$ cat src/rtl/rf_wb_arbiter_pkg.sv
// Shared types for the register-file write-back path: data/select widths and the
// {sel, data} entry carried by the ALU FIFO and the output stage.
package rf_wb_arbiter_pkg;

   localparam int REG_W = 16;
   localparam int SEL_W = 3;

   typedef struct packed {
      logic [SEL_W-1:0] sel;
      logic [REG_W-1:0] data;
   } wb_entry_t;

   localparam int ENTRY_W = $bits(wb_entry_t);

endpackage

$ cat src/rtl/wb_fifo.sv
// Circular buffer for queued ALU write-backs; the head is readable combinationally, and pop/push take effect at the clock edge.
// The owner never pushes when full. entries_o/valid_o give an age-ordered view (slot 0 = head) for the forwarding search.
module wb_fifo
   import rf_wb_arbiter_pkg::*;
#(
   parameter int DEPTH = 2
) (
   input  logic                       clk,
   input  logic                       rst,
   input  logic                       push_i,
   input  logic [ENTRY_W-1:0]         push_entry_i,
   input  logic                       pop_i,
   output logic                       full_o,
   output logic                       empty_o,
   output logic [ENTRY_W-1:0]         head_o,
   output logic [DEPTH*ENTRY_W-1:0]   entries_o,
   output logic [DEPTH-1:0]           valid_o
);

   localparam int PTR_W = (DEPTH > 1) ? $clog2(DEPTH) : 1;
   localparam int CNT_W = $clog2(DEPTH + 1);

   logic [ENTRY_W-1:0] mem_q [DEPTH];
   logic [PTR_W-1:0]   head_q, head_d;
   logic [PTR_W-1:0]   tail_q, tail_d;
   logic [CNT_W-1:0]   count_q, count_d;
   logic               do_push, do_pop;

   function automatic logic [PTR_W-1:0] ptr_inc(input logic [PTR_W-1:0] p);
      if (p == PTR_W'(DEPTH - 1)) return '0;
      return p + PTR_W'(1);
   endfunction

   assign full_o  = (count_q == CNT_W'(DEPTH));
   assign empty_o = (count_q == '0);
   assign head_o  = mem_q[head_q];
   assign do_push = push_i & ~full_o;
   assign do_pop  = pop_i & ~empty_o;

   always_comb begin
      head_d  = head_q;
      tail_d  = tail_q;
      count_d = count_q;
      if (do_push) tail_d = ptr_inc(tail_q);
      if (do_pop)  head_d = ptr_inc(head_q);
      case ({do_push, do_pop})
         2'b10:   count_d = count_q + CNT_W'(1);
         2'b01:   count_d = count_q - CNT_W'(1);
         default: count_d = count_q;
      endcase
   end

   always_ff @(posedge clk or posedge rst) begin
      if (rst) begin
         head_q  <= '0;
         tail_q  <= '0;
         count_q <= '0;
         for (int i = 0; i < DEPTH; i++) mem_q[i] <= '0;
      end else begin
         head_q  <= head_d;
         tail_q  <= tail_d;
         count_q <= count_d;
         if (do_push) mem_q[tail_q] <= push_entry_i;
      end
   end

   // Rotate storage so slot k is the k-th oldest entry, independent of pointer position.
   for (genvar k = 0; k < DEPTH; k++) begin : g_age
      logic [PTR_W:0]   sum;
      logic [PTR_W-1:0] slot;
      assign sum  = {1'b0, head_q} + (PTR_W+1)'(k);
      assign slot = (sum >= (PTR_W+1)'(DEPTH)) ? PTR_W'(sum - (PTR_W+1)'(DEPTH))
                                                : sum[PTR_W-1:0];
      assign entries_o[k*ENTRY_W +: ENTRY_W] = mem_q[slot];
      assign valid_o[k] = (count_q > CNT_W'(k));
   end

endmodule

$ cat src/rtl/rf_wb_arbiter.sv
// Merges un-stallable load returns and FIFO-buffered ALU results onto the single register-file write port.
// One cycle from selection to write; loads always win. ALU side is valid/ready; forwarding covers every uncommitted write.
module rf_wb_arbiter
   import rf_wb_arbiter_pkg::*;
#(
   parameter int DEPTH = 2
) (
   input  logic        clk,
   input  logic        rst,
   input  logic        alu_valid,
   output logic        alu_ready,
   input  logic [2:0]  alu_reg,
   input  logic [15:0] alu_data,
   input  logic        ld_valid,
   input  logic [2:0]  ld_reg,
   input  logic [15:0] ld_data,
   output logic        write,
   output logic [2:0]  writeregsel,
   output logic [15:0] writedata,
   input  logic [2:0]  q1sel,
   input  logic [2:0]  q2sel,
   output logic        q1hit,
   output logic        q2hit,
   output logic [15:0] q1data,
   output logic [15:0] q2data,
   output logic        err
);

   logic                     fifo_full, fifo_empty;
   logic [ENTRY_W-1:0]       fifo_head;
   logic [DEPTH*ENTRY_W-1:0] fifo_entries;
   logic [DEPTH-1:0]         fifo_valid;
   logic                     fifo_push, fifo_pop;
   logic                     alu_acc, bypass, hazard;
   wb_entry_t                head_e, hz_e, fwd_e;

   logic               write_q, write_d;
   logic [SEL_W-1:0]   sel_q, sel_d;
   logic [REG_W-1:0]   data_q, data_d;
   logic               err_q, err_d;

   wb_fifo #(.DEPTH(DEPTH)) u_fifo (
      .clk          (clk),
      .rst          (rst),
      .push_i       (fifo_push),
      .push_entry_i ({alu_reg, alu_data}),
      .pop_i        (fifo_pop),
      .full_o       (fifo_full),
      .empty_o      (fifo_empty),
      .head_o       (fifo_head),
      .entries_o    (fifo_entries),
      .valid_o      (fifo_valid)
   );

   assign alu_ready   = ~fifo_full;
   assign alu_acc     = alu_valid & ~fifo_full;
   assign head_e      = fifo_head;
   assign write       = write_q;
   assign writeregsel = sel_q;
   assign writedata   = data_q;
   assign err         = err_q;

   always_comb begin
      write_d  = 1'b0;
      sel_d    = sel_q;
      data_d   = data_q;
      fifo_pop = 1'b0;
      bypass   = 1'b0;
      if (ld_valid) begin
         write_d = 1'b1;
         sel_d   = ld_reg;
         data_d  = ld_data;
      end else if (!fifo_empty) begin
         write_d  = 1'b1;
         sel_d    = head_e.sel;
         data_d   = head_e.data;
         fifo_pop = 1'b1;
      end else if (alu_acc) begin
         write_d = 1'b1;
         sel_d   = alu_reg;
         data_d  = alu_data;
         bypass  = 1'b1;
      end
      fifo_push = alu_acc & ~bypass;
   end

   always_comb begin
      hz_e   = '0;
      hazard = 1'b0;
      for (int k = 0; k < DEPTH; k++) begin
         hz_e = fifo_entries[k*ENTRY_W +: ENTRY_W];
         if (ld_valid && fifo_valid[k] && (hz_e.sel == ld_reg)) hazard = 1'b1;
      end
      err_d = err_q | (alu_valid & fifo_full) | hazard;
   end

   // Output stage is oldest, then FIFO head..tail; later matches overwrite so the youngest wins.
   always_comb begin
      fwd_e  = '0;
      q1hit  = write_q && (sel_q == q1sel);
      q1data = q1hit ? data_q : '0;
      q2hit  = write_q && (sel_q == q2sel);
      q2data = q2hit ? data_q : '0;
      for (int k = 0; k < DEPTH; k++) begin
         fwd_e = fifo_entries[k*ENTRY_W +: ENTRY_W];
         if (fifo_valid[k] && (fwd_e.sel == q1sel)) begin
            q1hit  = 1'b1;
            q1data = fwd_e.data;
         end
         if (fifo_valid[k] && (fwd_e.sel == q2sel)) begin
            q2hit  = 1'b1;
            q2data = fwd_e.data;
         end
      end
   end

   always_ff @(posedge clk or posedge rst) begin
      if (rst) begin
         write_q <= 1'b0;
         sel_q   <= '0;
         data_q  <= '0;
         err_q   <= 1'b0;
      end else begin
         write_q <= write_d;
         sel_q   <= sel_d;
         data_q  <= data_d;
         err_q   <= err_d;
      end
   end

endmodule

$ cat config.mk
export PLATFORM = sky130hd
export DESIGN_NAME = rf_wb_arbiter
export DESIGN_NICKNAME = d
export VERILOG_FILES = /design/src/rtl/rf_wb_arbiter_pkg.sv /design/src/rtl/wb_fifo.sv /design/src/rtl/rf_wb_arbiter.sv
export SDC_FILE = /design/constraint.sdc
export NUM_CORES = 1
export LEC_CHECK = 0
export CORE_ASPECT_RATIO = 2
export CORE_MARGIN = 1
export CORE_UTILIZATION = 30
export DETAILED_ROUTE_END_ITERATION = 12
export SYNTH_ARGS = -nofsm -noshare
export SYNTH_HDL_FRONTEND = slang
export SYNTH_SLANG_ARGS = --single-unit
$ cat constraint.sdc
create_clock -name clk -period 3.2 [get_ports clk]
set_input_delay 0.32 -clock clk [delete_from_list [all_inputs] [get_ports clk]]
set_output_delay 0.32 -clock clk [all_outputs]
set_load 0.02 [all_outputs]
* Word-level counts from Yosys, hierarchy flattened *
Cells that the tools add are included.

cells by class
  add/subtract/negate cells = 7
  $lt $le $gt $ge = 9
  equality and inequality tests = 12
  multiplexer cells = 48
  bitwise operators = 14
  reduce and logical (&&, ||, !) cells = 13

operators by type and width
  cell                   count
  $mux W19               10
  $mux W16               9
  $bwmux W38             1
  $eq A3 B3 Y1           8
  $mux W1                23
  $demux W19 S1          1
  $logic_and A1 B1 Y1    11
  $ge A2 B2 Y1 const B   5
  $mux W3                3
  $not A1 Y2             4
  $and A1 B1 Y1          5
  $eq A2 B2 Y1 const B   2
  $gt A2 B1 Y1 const B   2
  $pmux W2 S2            1
  $ne A3 B2 Y1 const B   1
  $not A1 Y1             3
  $add A1 B1 Y1 const B  2
  $add A1 B1 Y2 const B  1
  $add A2 B1 Y2 const B  1
  $eq A2 B1 Y1 const B   1
  $ge A1 B2 Y1 const B   1
  $logic_not A2 Y1       1
  $lt A2 B1 Y1 const B   1
  $or A1 B1 Y1           2
  other kinds (3)        4

storage, ports and cells
  register bits after elaboration = 63
  word-level logic and storage cells = 112

* Depth between registers and ports, before layout *
Gate-level depths: netlist (run 1).

  word-level depth = 11
  mapped depth = 9
  depth with buffers taken out = 7

* Hierarchy *
Synthesis (run 1) repeated with hierarchy kept, for this count alone.

second synthesis, totals
  cell total of the unflattened synthesis = 486
  area, all modules = 4548.1 um^2

by module, submodules not included
  module         instances  cells an instance  area an instance (um^2)  seq. area each (um^2)
  wb_fifo        1          164                2312.2                   1051.0
  rf_wb_arbiter  1          322                2235.9                   525.5

* Worst setup path before layout (run 1) *
OpenSTA, ideal clock, no wires.

  path kind = register to output
  start = register u_fifo.head_q
  end = output q2data[15]
  arrival = 1980 ps
  required time = 2880 ps
  path slack = 900 ps
  stages on the path, launching flop included = 9
  cells stage by stage = dfrtp_1 > buf_6 > mux2i_4 > xor2_1 > and4_1 > buf_6 > buf_6 > a221oi_1 > a21oi_1

on the way
  word-level cells in the longest chain between the ends = 10

RTL lines
  element                                                         RTL line                             text
  from (decl)                                                     wb_fifo.sv:24                        logic [PTR_W-1:0] head_q, head_d;
  from (signal assigned)                                          wb_fifo.sv:55                        head_q <= '0;
  from (signal assigned)                                          wb_fifo.sv:60                        head_q <= head_d;
  $add A1 B1 Y2, or another cell as far along                     wb_fifo.sv:71                        assign sum = {1'b0, head_q} + (PTR_W+1)'(k);
  $ge A2 B2 Y1, or another cell as far along                      wb_fifo.sv:72                        assign slot = (sum >= (PTR_W+1)'(DEPTH)) ? PTR_W'(sum - (PTR_W+1)'(DEPTH))
  $mux W1 or $not A1 Y2 (tied branches)                           wb_fifo.sv:72, wb_fifo.sv:74
  $not A1 Y2 (not written as such) or $mux W19 (tied branches)    wb_fifo.sv:74                        assign entries_o[k*ENTRY_W +: ENTRY_W] = mem_q[slot];
  $mux W19 (not written as such) (2 in a row)                     wb_fifo.sv:74
  $mux W19 (not written as such) or $eq A3 B3 Y1 (tied branches)  wb_fifo.sv:74, rf_wb_arbiter.sv:110
  $eq A3 B3 Y1 or $logic_and A1 B1 Y1 (tied branches)             rf_wb_arbiter.sv:110                 if (fifo_valid[k] && (fwd_e.sel == q2sel)) begin
  $logic_and A1 B1 Y1 or $mux W16 (tied branches)                 rf_wb_arbiter.sv:110
  $mux W16 *                                                      rf_wb_arbiter.sv:110
  to (decl)                                                       rf_wb_arbiter.sv:25                  output logic [15:0] q2data,

Every way passes the cells marked *; elsewhere a longest branch is shown, timed or not. The select of a mux whose other input is x is not followed.

* Worst setup path in the final report (run 1) *
  start = register u_fifo.head_q
  end = output q2hit

on the way
  word-level cells in the longest chain between the ends = 10

RTL lines
  element                                                         RTL line                             text
  $add A1 B1 Y2, or another cell as far along                     wb_fifo.sv:71
  $ge A2 B2 Y1, or another cell as far along                      wb_fifo.sv:72
  $mux W1 or $not A1 Y2 (tied branches)                           wb_fifo.sv:72, wb_fifo.sv:74
  $not A1 Y2 (not written as such) or $mux W19 (tied branches)    wb_fifo.sv:74
  $mux W19 (not written as such) (2 in a row)                     wb_fifo.sv:74
  $mux W19 (not written as such) or $eq A3 B3 Y1 (tied branches)  wb_fifo.sv:74, rf_wb_arbiter.sv:110
  $eq A3 B3 Y1 or $logic_and A1 B1 Y1 (tied branches)             rf_wb_arbiter.sv:110
  $logic_and A1 B1 Y1 or $mux W1 (tied branches)                  rf_wb_arbiter.sv:110
  $mux W1 *                                                       rf_wb_arbiter.sv:110
  to (decl)                                                       rf_wb_arbiter.sv:23                  output logic q2hit,

Marks and branches as above.

==> results of run 1 <==
[state kept, by name, summed over array words and instances, names as in the netlist]
signal	cells
u_fifo.mem_q	38
u_fifo.head_q	1
writeregsel	3
err	1
write	1
u_fifo.count_q	2
u_fifo.tail_q	1
writedata	16
[power by group]
| part | switching [mW] | internal, mW | total (mW) |
|---|---|---|---|
| Sequential | 0.438 | 1.20 | 1.64 |
| Combinational | 2.38 | 2.02 | 4.39 |
| Clock | 0.360 | 0.619 | 0.979 |
| Total | 3.17 | 3.84 | 7.02 |
[cell type report]
cell class	instances	area [µm²]
diodes	1	2.50
repair buffers	123	1230
well taps	155	194
clock inverters	6	60.1
multi-input cells	291	2390
flip-flops and latches	63	1580
fillers	1349	7790
inverters	7	26.3
clock buffers	10	239
[layer usage]
layer | part of all wire, % | wire [µm] | global-route usage [%]
met1 | 35 | 4670 | 19.4
met2 | 56 | 7430 | 35.6
met3 | 3.6 | 477 | 2.97
met4 | 4.8 | 629 | 11.3
met5 | 0 | 0 | 0
[placed cells by master, fill, tap and decap left out, types with 4 or more instances in the layout]
| master | synthesis | routed |
|---|---|---|
| dlygate4sd2_1 | 0 | 32 |
| clkdlybuf4s50_1 | 0 | 69 |
| a221oi_2 | 9 | 9 |
| ha_1 | 4 | 4 |
| nor2_1 | 41 | 41 |
| mux2_2 | 51 | 51 |
| mux2i_1 | 35 | 35 |
| buf_12 | 0 | 7 |
| xor2_1 | 10 | 9 |
| a221oi_1 | 23 | 23 |
| clkbuf_16 | 0 | 9 |
| a21oi_1 | 68 | 68 |
| xnor2_1 | 18 | 18 |
| inv_1 | 5 | 4 |
| buf_4 | 4 | 12 |
| dfrtp_1 | 63 | 62 |
[cells by family after synthesis]
family,after synthesis,share of synthesized area (%)
flops,63,37.9
xor+xnor,28,5.89
fa+ha+maj,4,1.20
mux,92,24.6
simple gates,56,6.61
compound gates,111,18.7
buf+inv,36,5.08
[stage by stage]
step           utilization [%]  total power [mW]  hold WS (ns)
4_1_cts                   42.3              7.06         0.486
5_1_grt                   42.4              7.42         0.520
6_report                  42.4              7.02         0.462
2_1_floorplan                -              4.49         0.452
3_5_place_dp              40.3              6.24         0.471
3_3_place_gp              40.3              6.15         0.474
[repair_timing]
item | in CTS | in global routing
pin swaps | 0 | 0
resized for setup | 34 | 2
setup endpoints to repair | 32 | 3
[path summary, 6_finish.rpt]
check                                              start                      endpoint  slack [ns]  depth (start not counted)
min in group clk                           err$_DFF_PP0_                 err$_DFF_PP0_        0.49                          1
max reg2reg                u_fifo.count_q[1]$_DFFE_PP0P_  u_fifo.mem_q[19]$_DFFE_PP0P_        0.76                          7
min reg2reg                                err$_DFF_PP0_                 err$_DFF_PP0_        0.49                          1
min                                                  rst    writeregsel[0]$_DFFE_PP0P_        0.46                          2
max in group asynchronous                            rst      writedata[4]$_DFFE_PP0P_        2.09                          3
max                            u_fifo.head_q$_DFFE_PP0P_                         q2hit         0.1                          8
[critical path, cell delays in order, from the launching register on]
cell and delay (ns):
dfrtp_2 0.47, buf_6 0.21, mux2i_4 0.31, xnor2_1 0.14
nor4_4 0.33, buf_12 0.25, nor2_1 0.06, nand2_1 0.08
clkdlybuf4s50_1 0.61
==> flow_summary.json, run 1 <==
{
  "finalNetCount": 547,
  "via_per_inst": 5.44,
  "hpwl_mm": 9.76,
  "clockBufferDepth": 2,
  "required_ns": 2.88,
  "instances_no_fill": 656,
  "worstSetupStartpointType": "flop",
  "netlist.area_leader.share_pct": 37.9,
  "track_usage_pct": 19.0,
  "synth_area_leaders": "dfrtp_1 (38%), mux2_2 (14%), mux2i_1 (8.4%)",
  "grt_pass1_vias": 3824,
  "yosys_warnings": 0,
  "cts-buffers-inserted": 9,
  "maxSlewViolCount": 0,
  "drc": 0,
  "syn-instance-count": 390,
  "grt_max_degree": 41,
  "die_y_um": 169,
  "syn_nets": 442,
  "max_freq_mhz": 322,
  "yosysSeqAreaShare_pct": 37.9,
  "yosysTopAreaCell": "dfrtp_1",
  "synth_commonest_cells": "a21oi_1 (68), dfrtp_1 (63), mux2_2 (51)",
  "io_buffers": 103,
  "num_vias": 3568,
  "design.core.area_um2": 13500,
  "post-place-ws_ns": 0.0595,
  "syn_area_um2": 4160,
  "worst-path-max-fanout": 33,
  "drtIter0Drc": 180,
  "crit_type": "reg -> out",
  "antenna_found_initial": 1,
  "status": "finished clean",
  "antenna_left": 0,
  "synth_flop_cell": "dfrtp_1",
  "final_cell_area_um2": 5720,
  "dpl-instance-area_um2": 5450,
  "rows": 60,
  "hold_violations": 0,
  "worst_slew_pin_slew_ns": 0.837,
  "grt_overflow": 0,
  "leakage_nw": 2.48,
  "worstSetupEndpointType": "output port",
  "drv_cap": 0,
  "tns_ns": 0,
  "start_util_pct": 30.8,
  "wirelength_mm": 13.2,
  "syn2layout_area_growth_pct": 37.5,
  "grt_pass1_wl_mm": 20.6,
  "clock_skew_ns": 0.00638,
  "synth_cell_type_count": 34,
  "rsz0062_at_grt": "no",
  "min_period_ns": 3.10,
  "hold_buffers": 0,
  "io_pins": 104,
  "fin_ws_ns": 0.0964,
  "period_share_pct": 97.0,
  "postCtsSetupBuffers": 0,
  "h-tree-depth": 3,
  "avgSynthCellArea_um2": 10.7,
  "arrival_ns": 2.78,
  "cts_tree": "built",
  "die_x_um": 85.3,
  "async_flop_share_pct": 100,
  "setup_viol": 0,
  "power_density_nw_per_um2": 1230,
  "ir_worst_vdd_uv": 508,
  "ys_seq_elements": 63,
  "dp.cells": 639,
  "layout-drive-gt1-share_pct": 23.0,
  "dieArea_um2": 14400,
  "wire_per_inst_um": 20.1,
  "clock-root-buffer": "clkbuf_16",
  "routabilityCongestion": 0.868,
  "synth_most_common_cell": "a21oi_1",
  "cts.sinks": 63,
  "min_path_type": "in -> async",
  "slew_headroom_pct": 44.0,
  "synth-edff-count": 0,
  "drtPass1Iterations": 6,
  "path_clk_slew_ns": 0.06,
  "clkLatencyLatePin_ns": 0.33
}
Note: power is estimated with default switching activity, not from simulation.
==> run 2: changes to the inputs <==
CAP_MARGIN = 20   (was not set)
==> results of run 2 <==
No change in the layout: final DEF, timing and power equal those of run 1.
